$ cat src/rtl/match_select_pkg.sv
// Shared types and helpers for the score-bus consumer and its producer stage.
// Block k of the packed score bus sits at bits [k*SW +: SW].
package match_select_pkg;

  parameter int unsigned NBLK = 64;
  parameter int unsigned SW   = 18;
  parameter int unsigned IW   = 6;
  parameter int unsigned BW   = $clog2(NBLK * SW);

  localparam logic [SW-1:0] MARGIN = 18'd256;

  typedef enum logic [1:0] {
    StIdle,
    StScan,
    StHold
  } state_e;

  function automatic logic [SW-1:0] blk_slice(input logic [NBLK*SW-1:0] bus,
                                              input logic [IW-1:0]      k);
    logic [BW-1:0] base;
    base = BW'(k) * BW'(SW);
    return bus[base +: SW];
  endfunction

endpackage

$ cat src/rtl/match_select_if.sv
// Start/score-bus request side plus the valid/ready result side of match_select.
interface match_select_if;
  import match_select_pkg::*;

  logic                 start;
  logic [NBLK*SW-1:0]   result;
  logic                 busy;
  logic                 out_valid;
  logic                 out_ready;
  logic [IW-1:0]        best_idx;
  logic [SW-1:0]        best_score;
  logic [SW-1:0]        second_score;
  logic                 ambiguous;

  modport slave (
    input  start, result, out_ready,
    output busy, out_valid, best_idx, best_score, second_score, ambiguous
  );

  modport master (
    output start, result, out_ready,
    input  busy, out_valid, best_idx, best_score, second_score, ambiguous
  );

endinterface

$ cat src/rtl/match_select_top2_tracker.sv
// Running best/second-best tracker fed one (score, index) pair per enabled cycle.
// Strict compare: ties keep the earliest index as best and still lift second.
module match_select_top2_tracker
  import match_select_pkg::*;
(
  input  logic          clk_i,
  input  logic          rst_i,
  input  logic          clear_i,
  input  logic          en_i,
  input  logic [SW-1:0] s_i,
  input  logic [IW-1:0] cnt_i,
  output logic [SW-1:0] best_o,
  output logic [SW-1:0] second_o,
  output logic [IW-1:0] idx_o
);

  logic [SW-1:0] best_q, best_d;
  logic [SW-1:0] second_q, second_d;
  logic [IW-1:0] idx_q, idx_d;

  always_comb begin
    best_d   = best_q;
    second_d = second_q;
    idx_d    = idx_q;
    if (clear_i) begin
      best_d   = '0;
      second_d = '0;
      idx_d    = '0;
    end else if (en_i) begin
      if (s_i > best_q) begin
        second_d = best_q;
        best_d   = s_i;
        idx_d    = cnt_i;
      end else if (s_i > second_q) begin
        second_d = s_i;
      end
    end
  end

  always_ff @(posedge clk_i) begin
    if (rst_i) begin
      best_q   <= '0;
      second_q <= '0;
      idx_q    <= '0;
    end else begin
      best_q   <= best_d;
      second_q <= second_d;
      idx_q    <= idx_d;
    end
  end

  assign best_o   = best_q;
  assign second_o = second_q;
  assign idx_o    = idx_q;

endmodule

$ cat src/rtl/match_select.sv
// Snapshots the packed score bus on start, scans one block per clock and presents
// the winning block index, top-two scores and an ambiguity flag on valid/ready.
module match_select
  import match_select_pkg::*;
(
  input  logic           sig,
  input  logic           rst,
  match_select_if.slave  bus
);

  localparam logic [IW-1:0] LastBlk = IW'(NBLK - 1);

  state_e             state_q, state_d;
  logic [IW-1:0]      cnt_q, cnt_d;
  logic [NBLK*SW-1:0] shadow_q, shadow_d;
  logic               out_valid_q, out_valid_d;
  logic [IW-1:0]      idx_q, idx_d;
  logic [SW-1:0]      best_q, best_d;
  logic [SW-1:0]      second_q, second_d;
  logic               amb_q, amb_d;

  logic               trk_clear;
  logic               trk_en;
  logic [SW-1:0]      trk_best;
  logic [SW-1:0]      trk_second;
  logic [IW-1:0]      trk_idx;

  assign trk_clear = (state_q == StIdle) && bus.start;
  assign trk_en    = (state_q == StScan);

  match_select_top2_tracker u_tracker (
    .clk_i    (sig),
    .rst_i    (rst),
    .clear_i  (trk_clear),
    .en_i     (trk_en),
    .s_i      (blk_slice(shadow_q, cnt_q)),
    .cnt_i    (cnt_q),
    .best_o   (trk_best),
    .second_o (trk_second),
    .idx_o    (trk_idx)
  );

  always_comb begin
    state_d     = state_q;
    cnt_d       = cnt_q;
    shadow_d    = shadow_q;
    out_valid_d = out_valid_q;
    idx_d       = idx_q;
    best_d      = best_q;
    second_d    = second_q;
    amb_d       = amb_q;
    unique case (state_q)
      StIdle: begin
        if (bus.start) begin
          shadow_d = bus.result;
          cnt_d    = '0;
          state_d  = StScan;
        end
      end
      StScan: begin
        cnt_d = cnt_q + 1'b1;
        if (cnt_q == LastBlk) state_d = StHold;
      end
      StHold: begin
        // First HOLD cycle publishes the tracker's final state; afterwards wait for accept.
        if (!out_valid_q) begin
          idx_d       = trk_idx;
          best_d      = trk_best;
          second_d    = trk_second;
          amb_d       = (trk_best - trk_second) < MARGIN;
          out_valid_d = 1'b1;
        end else if (bus.out_ready) begin
          out_valid_d = 1'b0;
          state_d     = StIdle;
        end
      end
      default: state_d = StIdle;
    endcase
  end

  always_ff @(posedge sig) begin
    if (rst) begin
      state_q     <= StIdle;
      cnt_q       <= '0;
      shadow_q    <= '0;
      out_valid_q <= 1'b0;
      idx_q       <= '0;
      best_q      <= '0;
      second_q    <= '0;
      amb_q       <= 1'b0;
    end else begin
      state_q     <= state_d;
      cnt_q       <= cnt_d;
      shadow_q    <= shadow_d;
      out_valid_q <= out_valid_d;
      idx_q       <= idx_d;
      best_q      <= best_d;
      second_q    <= second_d;
      amb_q       <= amb_d;
    end
  end

  assign bus.busy         = (state_q != StIdle);
  assign bus.out_valid    = out_valid_q;
  assign bus.best_idx     = idx_q;
  assign bus.best_score   = best_q;
  assign bus.second_score = second_q;
  assign bus.ambiguous    = amb_q;

endmodule
$ cat src/flat_wrapper.sv
// flat-port wrapper written by rule: the top's interface ports become plain ports
module match_select_flat import match_select_pkg::*;
  (sig, rst, bus_start, bus_result, bus_out_ready, bus_busy, bus_out_valid, bus_best_idx, bus_best_score, bus_second_score, bus_ambiguous);
  match_select_if bus_i ();
  input  logic sig;
  input  logic rst;
  input wire logic [$bits(bus_i.start)-1:0] bus_start;
  input wire logic [$bits(bus_i.result)-1:0] bus_result;
  input wire logic [$bits(bus_i.out_ready)-1:0] bus_out_ready;
  output wire logic [$bits(bus_i.busy)-1:0] bus_busy;
  output wire logic [$bits(bus_i.out_valid)-1:0] bus_out_valid;
  output wire logic [$bits(bus_i.best_idx)-1:0] bus_best_idx;
  output wire logic [$bits(bus_i.best_score)-1:0] bus_best_score;
  output wire logic [$bits(bus_i.second_score)-1:0] bus_second_score;
  output wire logic [$bits(bus_i.ambiguous)-1:0] bus_ambiguous;
  assign bus_i.start = bus_start;
  assign bus_i.result = bus_result;
  assign bus_i.out_ready = bus_out_ready;
  assign bus_busy = bus_i.busy;
  assign bus_out_valid = bus_i.out_valid;
  assign bus_best_idx = bus_i.best_idx;
  assign bus_best_score = bus_i.best_score;
  assign bus_second_score = bus_i.second_score;
  assign bus_ambiguous = bus_i.ambiguous;
  match_select u_core (.sig(sig), .rst(rst), .bus(bus_i));
endmodule
$ cat config.mk
export PLATFORM = sky130hd
export DESIGN_NAME = match_select_flat
export DESIGN_NICKNAME = d
export VERILOG_FILES = /design/src/rtl/match_select_pkg.sv /design/src/rtl/match_select_if.sv /design/src/rtl/match_select_top2_tracker.sv /design/src/rtl/match_select.sv /design/src/flat_wrapper.sv
export SDC_FILE = /design/constraint.sdc
export NUM_CORES = 2
export LEC_CHECK = 0
export BUFFER_PORTS_ARGS = -buffer_cell sky130_fd_sc_hd__buf_2
export CAP_MARGIN = 20
export CORE_AREA = 2 2 469 471
export DETAILED_ROUTE_END_ITERATION = 8
export DIE_AREA = 0 0 471 473
export GPL_ROUTABILITY_DRIVEN = 1
export SETUP_SLACK_MARGIN = 0.3
export SLEW_MARGIN = 30
export SYNTH_ARGS = -nofsm -noshare
export SYNTH_HDL_FRONTEND = slang
export SYNTH_HIERARCHICAL = 1
export SYNTH_SLANG_ARGS = --single-unit
export TNS_END_PERCENT = 30
$ cat constraint.sdc
create_clock -name sig -period 6.6 [get_ports sig]
set_input_delay 0.33 -clock sig [delete_from_list [all_inputs] [get_ports sig]]
set_output_delay 0.33 -clock sig [all_outputs]
set_load 0.05 [all_outputs]
==> metrics <==
yosys warns 6; critical path's slowest cell dfxtp_4; fin crit period 5.629 ns; crit start category flop; maximum number of pins on one net before global-route repair 229; CTS max path bufs 3; Clk pwr share 42.0%; M1 GR Usage 35.48%; final worst path period share 85.28%; P&R area growth vs syn 48.01%; crit path max fanout 60; clock root cell clkbuf_16; Setup crit start u_core/cnt_q[0]; Net Count, Synth 7,353; global-route wire length before repair 423,400 um; XOR/XNOR share of the synthesized area 0.04942%; num rows 172; clock-pin slew on the worst setup and hold paths around 0.060 ns; reg-to-reg startpoint u_core/cnt_q[0]; Static Leak 0.03050 uW; synthesized area 53,170 sq um; met2 GRT Util 40.15%; Synth Area in Compound Gates 13.38%; Setup TNS Final 0 ns; post-synthesis register bit count roughly 1,200; Pins Over Slew Limit 0; Final nets between 9,000 and 10,000; CTS tree done; fin cells around 11,000; Critical Path AT 6.25 ns; Multi-input gate area 25,970 sq um; largest area contributor in the netlist dfxtp_1; Reg area 24,960 sq um; initial detailed-routing violation count 5,780; Sw Share 29.11%; gr busiest metal met2; die area 222,800 sq um; CP Cell Sequence buf_4, buf_12, mux4_2, mux4_2, mux4_2, ha_1, nand4_1, or3_1, or4_1, o211a_1, buf_4, a221oi_1, a311oi_2; top cell type's share of synthesized area 46.92%; switching pwr 5971 uW; crit path to u_core/u_tracker/second_o[13]; TritonRoute pass-1 iters 6; Synth cell types 48; Comb pwr share 17.1%; CP Class reg2reg; Crit. End Element flop; Synth Area in Simple Gates 18.11%; Post-Syn Area per Cell 8.654 sq um; DRT antenna net count 0; Hold Crit Class in2reg; fill count 22,139; sequential share of the synthesized area 46.92%; gate count of the mapped netlist 6,144; post-route cell area 78,690 sq um; hold-fix buffers at CTS about 1,200; R2R setup slack 0.97 ns; Adder-Cell Fraction of Synth Area 1.247%; Clock Sinks about 1,200; Area contributors post-synth dfxtp_1 (47%), nand2_1 (17%), mux4_2 (16%); fraction of layout cells with a size suffix above 1 22.97%; post-place instance area 61,640 sq um; post-DP HPWL 237,200 um; port bufs roughly 1,200; Core Region 218,200 sq um; routed wire length 310,400 um; fmax 0.1777 GHz; Overflow after GRT 0; MaxCap Viol Count 0; largest family of logic cells by synthesized area simple AND/OR/NAND/NOR gates; vias in the first global route 55,284; hold_ws 0.03233 ns; Total GRT Usage 26.73%; Crit path largest cell delay 0.73 ns; Die Wd 471 um; Final Hold Fails 0; # IOs 1,201; RSZ-0062 raised after global routing no; Clock Latency Late Sink 0.81 ns; Die Height 473 um; clk_skew 0.03249 ns; VDD IR max 0.2357 mV; CP most frequent cell mux4_2; final setup vio count 0; Residual DRC 0; post_cts resized 0; status complete, no violations; Required @ worst endpoint 7.22 ns; Rel. slew slack 34.73%; met3 usage around 6.3%; CTS HTree Levels 4; R2R cell count 13; Starting Density 24.36%; Post CTS Setup Buffer Count 0; placed cell count 9,777; sequential share of power 40.9%; Cell Int Power 14,540 uW; vias per cell 5.010; mux share of post-synthesis cell area about 16%; Slew @ Worst Pin 0.9791 ns; initial antenna violation count between 90 and 100; vias after detailed routing about 56,000; Final Wtd Congestion roughly 0.95; routed len/inst about 28 um; Power Dens Cells 260.6 nW/um^2; total power 20,510 uW; FF-to-FF End u_core/u_tracker/second_o[13]; TritonCTS Buffers 148
==> cell type report <==
type,count,share of cell area [%]
Sequential cell,1246,31.72
Multi-Input combinational cell,4323,33.01
Timing Repair Buffer,2454,23.83
Clock inverter,63,1.062
Antenna cell,57,0.1813
Tap cell,2871,4.565
Inverter,62,0.3053
Clock buffer,199,5.336
==> registers in the layout, summed over array words and instances (netlist names) <==
register and cells:
u_core/bus.best_idx 6, u_core/u_tracker/best_o 18, u_core/bus.out_valid 1, u_core/u_tracker/second_o 18, u_core/cnt_q 6, u_core/state_q 2, u_core/bus.best_score 18, u_core/shadow_q 1152
u_core/bus.ambiguous 1, u_core/bus.second_score 18, u_core/u_tracker/idx_o 6
==> routing by layer <==
layer | part of all wire, % | vias to the layer above
met2 | 43 | 3067
met3 | 8.2 | 735
li1 | - | 25138
met4 | 5.7 | 34
met1 | 43 | 27513
met5 | 0.068 | -
==> layout by cell type (no fill, tap or decap), types with 25 or more instances in the layout <==
master	n
inv_1	60
o21ai_1	25
buf_2	1199
a21oi_1	1243
nand3_1	35
nand2_1	2440
buf_4	49
dlygate4sd3_1	1175
ha_1	53
mux4_2	378
diode_2	57
dfxtp_1	1241
clkbuf_16	151
==> kinds of logic (layout without fill, tap and decap cells) <==
family / count (synthesis) / after routing
xor gates and xnor gates: 3 / 3
and+or+nand+nor: 2528 / 2528
muxes: 379 / 379
buffers and inverters: 575 / 2778
DFF: 1246 / 1246
other: 0 / 57
AOI/OAI and AO/OA: 1360 / 1360
adders and majority gates: 53 / 53
==> worst min-delay path by stage <==
stage                                            from                           to  slack (ns)  cells after the start
after floorplan             u_core/u_tracker/idx_o[5]       u_core/bus.best_idx[5]        0.43                      2
after global placement           u_core/shadow_q[448]         u_core/shadow_q[448]        0.44                      2
after detailed placement  u_core/bus.second_score[12]  u_core/bus.second_score[12]        0.44                      2
after CTS                                         rst        u_core/shadow_q[1053]     0.00002                      2
after global routing                              rst        u_core/shadow_q[1051]        0.04                      2
final                                             rst         u_core/shadow_q[932]        0.03                      2
==> Yosys cell counts (all sizes together) <==
cell	instances
a221oi	20
a31oi	5
nor3b	1
a2111oi	2
dfxtp	1246
a211oi	8
o2111ai	1
o21a	3
nand4	6
o31ai	2
nor3	2
ha	53
a221o	1
and3	3
and2	2
a21o	8
a21oi	1243
o21ai	42
o211ai	2
nor2b	3
nor2	18
nand2b	5
nor4	1
clkbuf	435
nand3	35
nand3b	3
inv	62
xnor2	1
or4	3
a22o	1
a2111o	1
nand2	2441
mux2i	1
mux4	378
o211a	2
xor2	2
a311oi	18
or3	2
buf	78
and4	2
or2	1
a22oi	1
==> worst max-delay path: cells and delay by family (launching register included) <==
kind | cells | cell delay [ns]
multiplexers | 3 | 1.65
AO/OA/AOI/OAI | 3 | 0.68
buffers and inverters | 3 | 0.87
adder cells (fa/ha/maj) | 1 | 0.33
flip-flops | 1 | 0.73
AND/OR/NAND/NOR | 3 | 1.14
==> per-stage QoR <==
stage,setup slack [ns],util (%)
after global routing,0.6593,36.05
after CTS,0.8623,35.94
after detailed placement,0.9193,28.25
after floorplan,1.780,-
after global placement,0.7039,28.24
final,0.9714,36.06
==> power groups by stage <==
stage	Clock (uW)	Sequential [uW]	Combinational [uW]
6_report	8620	8400	3500
4_1_cts	8770	8380	3480
5_1_grt	9060	8410	3760
3_3_place_gp	0	8550	2840
3_5_place_dp	0	8540	2880
2_1_floorplan	0	8250	1680
Note: power is estimated with default switching activity, not from simulation.
